**config.mk**
```make
export PLATFORM = sky130hd
export DESIGN_NAME = fir_seq_ctrl
export DESIGN_NICKNAME = d
export VERILOG_FILES = /design/src/rtl/fir_seq_ctrl.sv
export SDC_FILE = /design/constraint.sdc
export NUM_CORES = 1
export LEC_CHECK = 0
export ABC_AREA = 1
export CORE_ASPECT_RATIO = 1.4
export CORE_MARGIN = 3
export CORE_UTILIZATION = 54
export DETAILED_ROUTE_END_ITERATION = 16
export DONT_BUFFER_PORTS = 1
export HOLD_SLACK_MARGIN = 0.1
export PLACE_DENSITY_LB_ADDON = 0.3
export REMOVE_ABC_BUFFERS = 1
export SLEW_MARGIN = 10
export SYNTH_ARGS = -nofsm -noshare
export SYNTH_HDL_FRONTEND = slang
export SYNTH_SLANG_ARGS = --single-unit
```
**constraint.sdc**
```tcl
create_clock -name iClk12M -period 3.9 [get_ports iClk12M]
set_input_delay 0.975 -clock iClk12M [delete_from_list [all_inputs] [get_ports iClk12M]]
set_output_delay 0.975 -clock iClk12M [all_outputs]
set_load 0.005 [all_outputs]
```
**src/rtl/fir_seq_ctrl.sv**
```systemverilog
// FIR sequencing controller: sweeps coefficient addresses across all banks per sample
// strobe, forwards external coefficient writes, and paces the MAC lanes.
module fir_seq_ctrl #(
    parameter int P_NUM_TAP  = 10,
    parameter int P_NUM_BANK = 4,
    parameter int P_DATA_W   = 16,
    parameter int P_ADDR_W   = $clog2(P_NUM_TAP),
    parameter int P_BANK_W   = (P_NUM_BANK > 1) ? $clog2(P_NUM_BANK) : 1
) (
    input  logic                         iClk12M,
    input  logic                         iRsn,
    input  logic                         iEnSample600k,
    input  logic                         iCoeffUpdateFlag,
    input  logic                         iCsnRam,
    input  logic                         iWrnRam,
    input  logic [P_BANK_W+P_ADDR_W-1:0] iAddrRam,
    input  logic [P_DATA_W-1:0]          iWtDtRam,
    input  logic                         iClrOvr,
    output logic [P_NUM_BANK-1:0]        oCsnRam,
    output logic                         oWrnRam,
    output logic [P_ADDR_W-1:0]          oAddrRam,
    output logic [P_DATA_W-1:0]          oWtDtRam,
    output logic                         oEnDelay,
    output logic                         oClrAcc,
    output logic                         oEnMul,
    output logic                         oEnAddAcc,
    output logic                         oValid,
    output logic                         oBusy,
    output logic                         oOverrun
);

    typedef enum logic [2:0] {IDLE, UPDATE, RUN, DRAIN, OUT} state_t;

    localparam logic [P_ADDR_W-1:0] LAST_TAP = P_ADDR_W'(P_NUM_TAP - 1);

    state_t                state;
    logic [P_ADDR_W-1:0]   tap_cnt;
    logic                  drain_cnt;
    logic [P_BANK_W-1:0]   wr_bank;
    logic [P_ADDR_W-1:0]   wr_word;
    logic                  wr_ok;

    assign {wr_bank, wr_word} = iAddrRam;

    // Writes aimed at a nonexistent bank or word are silently dropped.
    assign wr_ok = (state == UPDATE) && iCoeffUpdateFlag && !iCsnRam && !iWrnRam &&
                   (int'(wr_bank) < P_NUM_BANK) && (int'(wr_word) < P_NUM_TAP);

    always_ff @(posedge iClk12M or negedge iRsn) begin
        if (!iRsn) begin
            state     <= IDLE;
            tap_cnt   <= '0;
            drain_cnt <= 1'b0;
            oCsnRam   <= '1;
            oWrnRam   <= 1'b1;
            oAddrRam  <= '0;
            oWtDtRam  <= '0;
            oEnDelay  <= 1'b0;
            oClrAcc   <= 1'b0;
            oEnMul    <= 1'b0;
            oEnAddAcc <= 1'b0;
            oValid    <= 1'b0;
            oBusy     <= 1'b0;
            oOverrun  <= 1'b0;
        end else begin
            oEnDelay  <= 1'b0;
            oClrAcc   <= 1'b0;
            oValid    <= 1'b0;
            oWrnRam   <= 1'b1;
            // RAM read latency is one cycle, the multiplier adds another.
            oEnMul    <= (state == RUN);
            oEnAddAcc <= oEnMul;

            if (iEnSample600k && state != IDLE) oOverrun <= 1'b1;
            else if (iClrOvr)                   oOverrun <= 1'b0;

            case (state)
                IDLE: begin
                    oCsnRam <= '1;
                    if (iCoeffUpdateFlag) begin
                        state <= UPDATE;
                        oBusy <= 1'b1;
                    end else if (iEnSample600k) begin
                        state    <= RUN;
                        tap_cnt  <= '0;
                        oAddrRam <= '0;
                        oCsnRam  <= '0;
                        oEnDelay <= 1'b1;
                        oClrAcc  <= 1'b1;
                        oBusy    <= 1'b1;
                    end
                end
                UPDATE: begin
                    oCsnRam <= '1;
                    if (wr_ok) begin
                        for (int b = 0; b < P_NUM_BANK; b++)
                            oCsnRam[b] <= (int'(wr_bank) != b);
                        oWrnRam  <= 1'b0;
                        oAddrRam <= wr_word;
                        oWtDtRam <= iWtDtRam;
                    end
                    if (!iCoeffUpdateFlag) begin
                        state <= IDLE;
                        oBusy <= 1'b0;
                    end
                end
                RUN: begin
                    if (tap_cnt == LAST_TAP) begin
                        state     <= DRAIN;
                        drain_cnt <= 1'b0;
                        oCsnRam   <= '1;
                    end else begin
                        tap_cnt  <= tap_cnt + 1'b1;
                        oAddrRam <= tap_cnt + 1'b1;
                    end
                end
                DRAIN: begin
                    if (drain_cnt) begin
                        state  <= OUT;
                        oValid <= 1'b1;
                    end else begin
                        drain_cnt <= 1'b1;
                    end
                end
                OUT: begin
                    state <= IDLE;
                    oBusy <= 1'b0;
                end
                default: begin
                    state   <= IDLE;
                    oCsnRam <= '1;
                    oBusy   <= 1'b0;
                end
            endcase
        end
    end

endmodule

```
==> Implementation_results.wiki, run 1 <==
{| class="wikitable"
! Metric !! Value
|-
| Power density cells || 780 nW/µm²
|-
| Post-detailed-route DRC marker count || 0
|-
| Worst skew pair latency || 0.30 ns
|-
| Die Y-Extent || 75.1 µm
|-
| Logic depth of the worst register-to-register path || 8
|-
| Clock tree root buffer cell || sky130_fd_sc_hd__clkbuf_8
|-
| Port Buffer Count || 0
|-
| RSZ-0062 raised after global routing || false
|-
| Die area || 4150 µm²
|-
| Wire length of the first global-routing pass || 6.03 mm
|-
| Combined area of all synthesized cells || 1840 µm²
|-
| Number of global-route vias before repair || 1,373
|-
| CTS tree || yes
|-
| Nets || 256
|-
| Prevailing post-synth register cell || sky130_fd_sc_hd__dfrtp_1
|-
| Pin count of the biggest net entering global routing || 40
|-
| Main area contributors after synthesis || sky130_fd_sc_hd__dfrtp_1, sky130_fd_sc_hd__nand2_1, sky130_fd_sc_hd__nand3_1, sky130_fd_sc_hd__dfstp_2, sky130_fd_sc_hd__inv_1
|-
| Transition at the pin with the smallest max-transition slack || 0.434 ns
|-
| Fraction of final layout cells with drive strength greater than 1 || 0.137
|-
| Core Footprint || 3180 µm²
|-
| Floorplan die width || 55.3 µm
|-
| Fin worst setup slack || 1.88 ns
|-
| Register bit total from synthesis || 39
|-
| Final max-slew violation count || 0
|-
| Total of max-cap violations || 0
|-
| Maximum achievable frequency || 0.494 GHz
|-
| Required time at the endpoint of the critical path || 4.08 ns
|-
| All-Layer GR Usage || 0.186
|-
| Drt pass-1 iters || 4
|-
| Endpoint type of the worst setup path || flop
|-
| Crit path arrival time || 2.20 ns
|-
| Antenna cell count || 0
|-
| Number of rows created at floorplan || 24
|-
| Worst slew margin || 0.707
|-
| Routed wire length || 3.48 mm
|-
| Number of enable flip-flop cells after synthesis || 0
|-
| Max Fanout on Critical Path || 18
|-
| Total grt overflow || 0
|-
| Number of H-tree levels || 2
|-
| Most used standard cells in the synthesized netlist || sky130_fd_sc_hd__nand2_1, sky130_fd_sc_hd__dfrtp_1, sky130_fd_sc_hd__nand3_1
|-
| Clock skew || 0.00947 ns
|-
| Setup-violating endpoint count in the final report || 0
|-
| Post-synthesis async set-or-reset flop share || 1.00
|-
| Syn Area/Cell || 8.29 µm²
|-
| Class of the most critical setup path || in -> reg
|-
| Total setup buffers inserted after CTS || 0
|-
| Vias per cell || 5.19
|-
| Period Utilization, post-route || 0.519
|-
| Routed WL per cell || 13.1 µm
|-
| Final critical path time including I/O delays and setup || 2.02 ns
|-
| Area occupied by multi-input gates || 731 µm²
|-
| Number of buffers added by the clock tree synthesis step || 5
|-
| Number of warning messages in the yosys log || 0
|-
| Total number of vias || 1,375
|-
| GPL Wtd Cong || 0.823
|-
| Sort of element at the start of the critical path || input port
|-
| Status || completed
|-
| Number of standard cells after synthesis || 222
|-
| # resized after CTS || 0
|-
| Static leakage || 1.10 nW
|-
| Clock transition time at the flip-flop clock pins of the worst setup and hold paths || 0.08 ns
|-
| Area taken by flip-flops and latches || 982 µm²
|-
| Total number of clock tree sinks || 39
|-
| Initial core utilization || 0.578
|-
| Number of inserted filler cells in the final layout || 305
|-
| # IOs || 61
|-
| Cell type with the largest total area after synthesis || sky130_fd_sc_hd__dfrtp_1
|-
| Detailed placer's ending HPWL || 2.65 mm
|-
| Worst-case setup slack after placement || 1.56 ns
|-
| Maximum root-to-sink buffer count || 2
|-
| Synth cell types || 24
|-
| Path type of the worst min-delay path || in -> async
|-
| Most repeated cell in the gate-level netlist after synthesis || sky130_fd_sc_hd__nand2_1
|-
| Setup Total Neg Slack || 0 ns
|-
| VDD IR-drop max || 544 µV
|-
| DRT iter0 DRCs || 42
|-
| Final hold viol count || 0
|-
| Number of routed nets with antenna violations || 0
|-
| Hold buffers post-CTS || 0
|-
| Initial antenna violation count || 0
|-
| Fraction of the yosys area taken by sequential cells || 0.534
|-
| Layout overhead on the synthesized area || 7.41%
|-
| Share of Yosys cell area claimed by the top area cell type || 0.462
|}
==> worst max-delay path, stage by stage <==
cell	delay (ns)
sky130_fd_sc_hd__or2_2	0.30
sky130_fd_sc_hd__nor2_4	0.34
sky130_fd_sc_hd__nand2_4	0.21
sky130_fd_sc_hd__nand2_4	0.16
sky130_fd_sc_hd__nand2_2	0.09
sky130_fd_sc_hd__nand2_1	0.06
sky130_fd_sc_hd__nand2_1	0.05
==> stage by stage <==
step,power (mW),std cells,utilization,hold WS [ns],instance area [µm²]
floorplan,1.10,218,-,0.376,1820
global placement,1.21,257,0.586,0.397,1870
detailed placement,1.23,257,0.586,0.397,1870
CTS,1.56,265,0.621,0.353,1980
global route,1.68,265,0.621,0.346,1980
finish,1.54,265,0.621,0.365,1980
==> cell families after synthesis <==
logic type	after synthesis	share of synthesized area
simple gates	128	0.321
flops	39	0.534
buf+inv	32	0.0693
compound gates	20	0.0578
fa+ha+maj	2	0.0136
xor+xnor	1	0.00476
==> power breakdown <==
part           leakage [nW]  switching, mW  internal (mW)
Combinational         0.557          0.337          0.176
Clock                0.0514          0.144          0.191
Sequential            0.491          0.128          0.566
==> final timing paths <==
path                                       endpoint                  from  slack (ns)
max                         oAddrRam[0]$_DFFE_PN0P_               iCsnRam        1.88
max in group asynchronous    oCsnRam[2]$_DFFE_PN1P_                  iRsn        3.35
min reg2reg                     oEnAddAcc$_DFF_PN0_      oEnMul$_DFF_PN0_        0.41
min in group iClk12M            oEnAddAcc$_DFF_PN0_      oEnMul$_DFF_PN0_        0.41
min                        oWtDtRam[11]$_DFFE_PN0P_                  iRsn        0.37
max reg2reg                 oAddrRam[0]$_DFFE_PN0P_  state[2]$_DFFE_PN0P_        2.16
==> flip-flops by register name (all words and copies together) (netlist names), 3 cells and up <==
| signal | flops |
|---|---|
| oCsnRam | 4 |
| tap_cnt | 4 |
| oWtDtRam | 16 |
| state | 3 |
| oAddrRam | 4 |
==> area by class of cell <==
cell class	count	area share
clock buffers	6	0.0367
clock inverters	2	0.0190
inverters	28	0.0532
multi-input cells	151	0.370
flip-flops and latches	39	0.497
well taps	39	0.0247
==> layer usage <==
layer | up-vias | global-route usage | wire length [µm]
li1 | 699 | - | -
met1 | 622 | 0.203 | 1420
met2 | 47 | 0.322 | 1680
met3 | 7 | 0.0703 | 316
met4 | 0 | 0.0892 | 69
met5 | - | 0 | 0
==> cell usage in the layout, fill, tap and decap left out, types with 5 or more instances in the layout <==
cell	n
sky130_fd_sc_hd__a21oi_1	5
sky130_fd_sc_hd__clkbuf_8	5
sky130_fd_sc_hd__dfrtp_1	34
sky130_fd_sc_hd__dfstp_2	5
sky130_fd_sc_hd__inv_1	24
sky130_fd_sc_hd__nand2_1	73
sky130_fd_sc_hd__nand3_1	29
sky130_fd_sc_hd__nor2_1	11
sky130_fd_sc_hd__o21ai_0	11
Note: power is estimated with default switching activity, not from simulation.
==> inputs of run 2 (changes only) <==
Clock period 3.9 ns to 1.7 ns, I/O delays scaled along.
==> Implementation_results.wiki, run 2 (same netlist as run 1, synthesis figures left out) <==
{| class="wikitable"
! Metric !! Value
|-
| Clock skew || 0.00688 ns (-0.00260 ns)
|-
| Transition at the pin with the smallest max-transition slack || 0.444 ns (+0.00992 ns)
|-
| Static leakage || 1.13 nW (+3.1%)
|-
| Floorplan die width || 55.3 µm (unchanged)
|-
| GPL Wtd Cong || 0.817 (-0.69%)
|-
| Critical path cell sequence || ha_1 > nand3_1 > inv_1 > nand2_1 > nand2_2 > nor2_4 > nand2_2 > nand2_1 > nand2_1
|-
| Clock transition time at the flip-flop clock pins of the worst setup and hold paths || 0.08 ns (about the same)
|-
| Worst-case setup slack after placement || 0.203 ns (-1.36 ns)
|-
| Port Buffer Count || 0 (unchanged)
|-
| Routed wire length || 3.64 mm (+4.4%)
|-
| Maximum achievable frequency || 0.670 GHz
|-
| Hold wc startpoint || iClrOvr
|-
| Class of the most critical setup path || reg -> reg
|-
| Power density cells || 1780 nW/µm² (+130%)
|-
| Total of max-cap violations || 0 (unchanged)
|-
| Antenna cell count || 0 (unchanged)
|-
| Wire length of the first global-routing pass || 6.04 mm (+0.23%)
|-
| Total number of clock tree sinks || 39 (unchanged)
|-
| # IOs || 61 (unchanged)
|-
| Max Fanout on Critical Path || 9 (-9)
|-
| Total grt overflow || 0 (unchanged)
|-
| Clock tree root buffer cell || sky130_fd_sc_hd__clkbuf_8
|-
| Most frequent standard cell in the layout excluding fill and tap cells || sky130_fd_sc_hd__nand2_1
|-
| Total setup buffers inserted after CTS || 0 (unchanged)
|-
| Initial antenna violation count || 0 (unchanged)
|-
| CP bufs+invs || 1 (+1)
|-
| Final hold viol count || 0 (unchanged)
|-
| Fraction of final layout cells with drive strength greater than 1 || 0.152 (+0.0150)
|-
| Maximum root-to-sink buffer count || 2 (unchanged)
|-
| Die area || 4150 µm² (unchanged)
|-
| Setup-violating endpoint count in the final report || 0 (unchanged)
|-
| Routed WL per cell || 13.5 µm (+2.8%)
|-
| Most repeated library cell on the critical path || sky130_fd_sc_hd__nand2_1
|-
| Core Footprint || 3180 µm² (unchanged)
|-
| DRT iter0 DRCs || 24 (-43%)
|-
| Final critical path time including I/O delays and setup || 1.49 ns
|-
| Status || completed
|-
| Fin worst setup slack || 0.207 ns (-1.67 ns)
|-
| Pin count of the biggest net entering global routing || 40 (unchanged)
|-
| Initial core utilization || 0.578 (unchanged)
|-
| Number of routed nets with antenna violations || 0 (unchanged)
|-
| Number of inserted filler cells in the final layout || 293 (-3.9%)
|-
| Final max-slew violation count || 0 (unchanged)
|-
| RSZ-0062 raised after global routing || false
|-
| Most frequent cells in the layout || sky130_fd_sc_hd__nand2_1, sky130_fd_sc_hd__dfrtp_1, sky130_fd_sc_hd__nand3_1
|-
| Number of buffers added by the clock tree synthesis step || 5 (unchanged)
|-
| Reg-to-reg startpoint || tap_cnt[0]$_DFFE_PN0P_
|-
| Post-layout utilization of the core || 0.638 (+0.0165)
|-
| Number of global-route vias before repair || 1,365 (-0.58%)
|-
| Die Y-Extent || 75.1 µm (unchanged)
|-
| Worst slew margin || 0.701 (-0.00669)
|-
| Layout overhead on the synthesized area || 10.3%
|-
| Vias per cell || 5.17 (-0.27%)
|-
| Post-detailed-route DRC marker count || 0 (unchanged)
|-
| Setup Total Neg Slack || 0 ns (unchanged)
|-
| Max FFs per register || 16 (unchanged)
|-
| Number of rows created at floorplan || 24 (unchanged)
|-
| Required time at the endpoint of the critical path || 1.88 ns (-2.20 ns)
|-
| Drt pass-1 iters || 4 (unchanged)
|-
| VDD IR-drop max || 873 µV (+61%)
|-
| Path type of the worst min-delay path || in -> reg
|-
| CTS tree || yes
|-
| Number of H-tree levels || 2 (unchanged)
|-
| All-Layer GR Usage || 0.185 (-0.000481)
|-
| Period Utilization, post-route || 0.878
|-
| Crit path from || tap_cnt[0]$_DFFE_PN0P_
|-
| Sort of element at the start of the critical path || flop
|-
| Cell family with most CP delay || simple AND/OR/NAND/NOR gates
|-
| Crit path arrival time || 1.68 ns (-0.52 ns)
|-
| Detailed placer's ending HPWL || 2.69 mm (+1.5%)
|-
| Fin Hold WS || 0.235 ns (-0.131 ns)
|-
| Endpoint type of the worst setup path || flop
|-
| Total number of vias || 1,392 (+1.2%)
|-
| Largest incremental delay on the critical path || 0.44 ns (+0.10 ns)
|-
| Register bank with the most flops || oWtDtRam
|-
| Critical path's slowest cell || sky130_fd_sc_hd__dfrtp_1
|-
| Nets || 260 (+1.6%)
|-
| Worst skew pair latency || 0.29 ns (about the same)
|}
-- run 2: cell types whose count changed in the layout (fill, tap and decap cells not counted), sizes merged --
cell	change
buf	+3
clkinv	+1
clkinvlp	-1
dlygate4sd3	+1
-- run 2: path summary, 6_finish.rpt --
| check | end | slack [ns] | cells past startpoint |
|---|---|---|---|
| worst max-delay path | oAddrRam[2]$_DFFE_PN0P_ | 0.21 | 9 |
| worst min-delay path | oOverrun$_DFFE_PN0P_ | 0.23 | 1 |
| worst max register to register | oAddrRam[2]$_DFFE_PN0P_ | 0.21 | 9 |
| worst min register to register | oEnAddAcc$_DFF_PN0_ | 0.41 | 0 |
| max in group asynchronous | oCsnRam[3]$_DFFE_PN1P_ | 0.87 | 2 |
| min in group asynchronous | oClrAcc$_DFF_PN0_ | 0.58 | 2 |
-- run 2: final cells by class --
class / count / area [µm²] / area share
flip-flops and latches: 39 / 982 / 0.484
clock inverters: 2 / 35.0 / 0.0173
well taps: 39 / 48.8 / 0.0240
clock buffers: 6 / 82.6 / 0.0407
inverters: 28 / 105 / 0.0518
multi-input cells: 151 / 731 / 0.360
repair buffers: 4 / 45.0 / 0.0222
-- run 2: through the flow --
stage	instance area, µm²	instances	total power, mW
3_5_place_dp	1880	259	2.83
5_1_grt	2030	269	3.94
4_1_cts	2030	269	3.66
2_1_floorplan	1820	218	2.53
6_report	2030	269	3.61
3_3_place_gp	1880	259	2.79
-- run 2: where the power goes --
part	internal [mW]	switching, mW
clock network	0.475	0.322
registers	1.30	0.294
logic	0.420	0.805
-- run 2: what timing repair did --
item | in CTS | in global routing
resized for setup | 0 | 0
endpoints found under the hold margin | 39 | 0
setup endpoints to repair | 0 | 0
hold buffers | 2 | 0
-- run 2: routing by layer --
metal / track usage / up-vias / part of all wire
li1: - / 711 / -
met1: 0.208 / 625 / 0.40
met2: 0.320 / 49 / 0.50
met3: 0.0652 / 7 / 0.079
met4: 0.0865 / 0 / 0.019
met5: 0 / - / 0
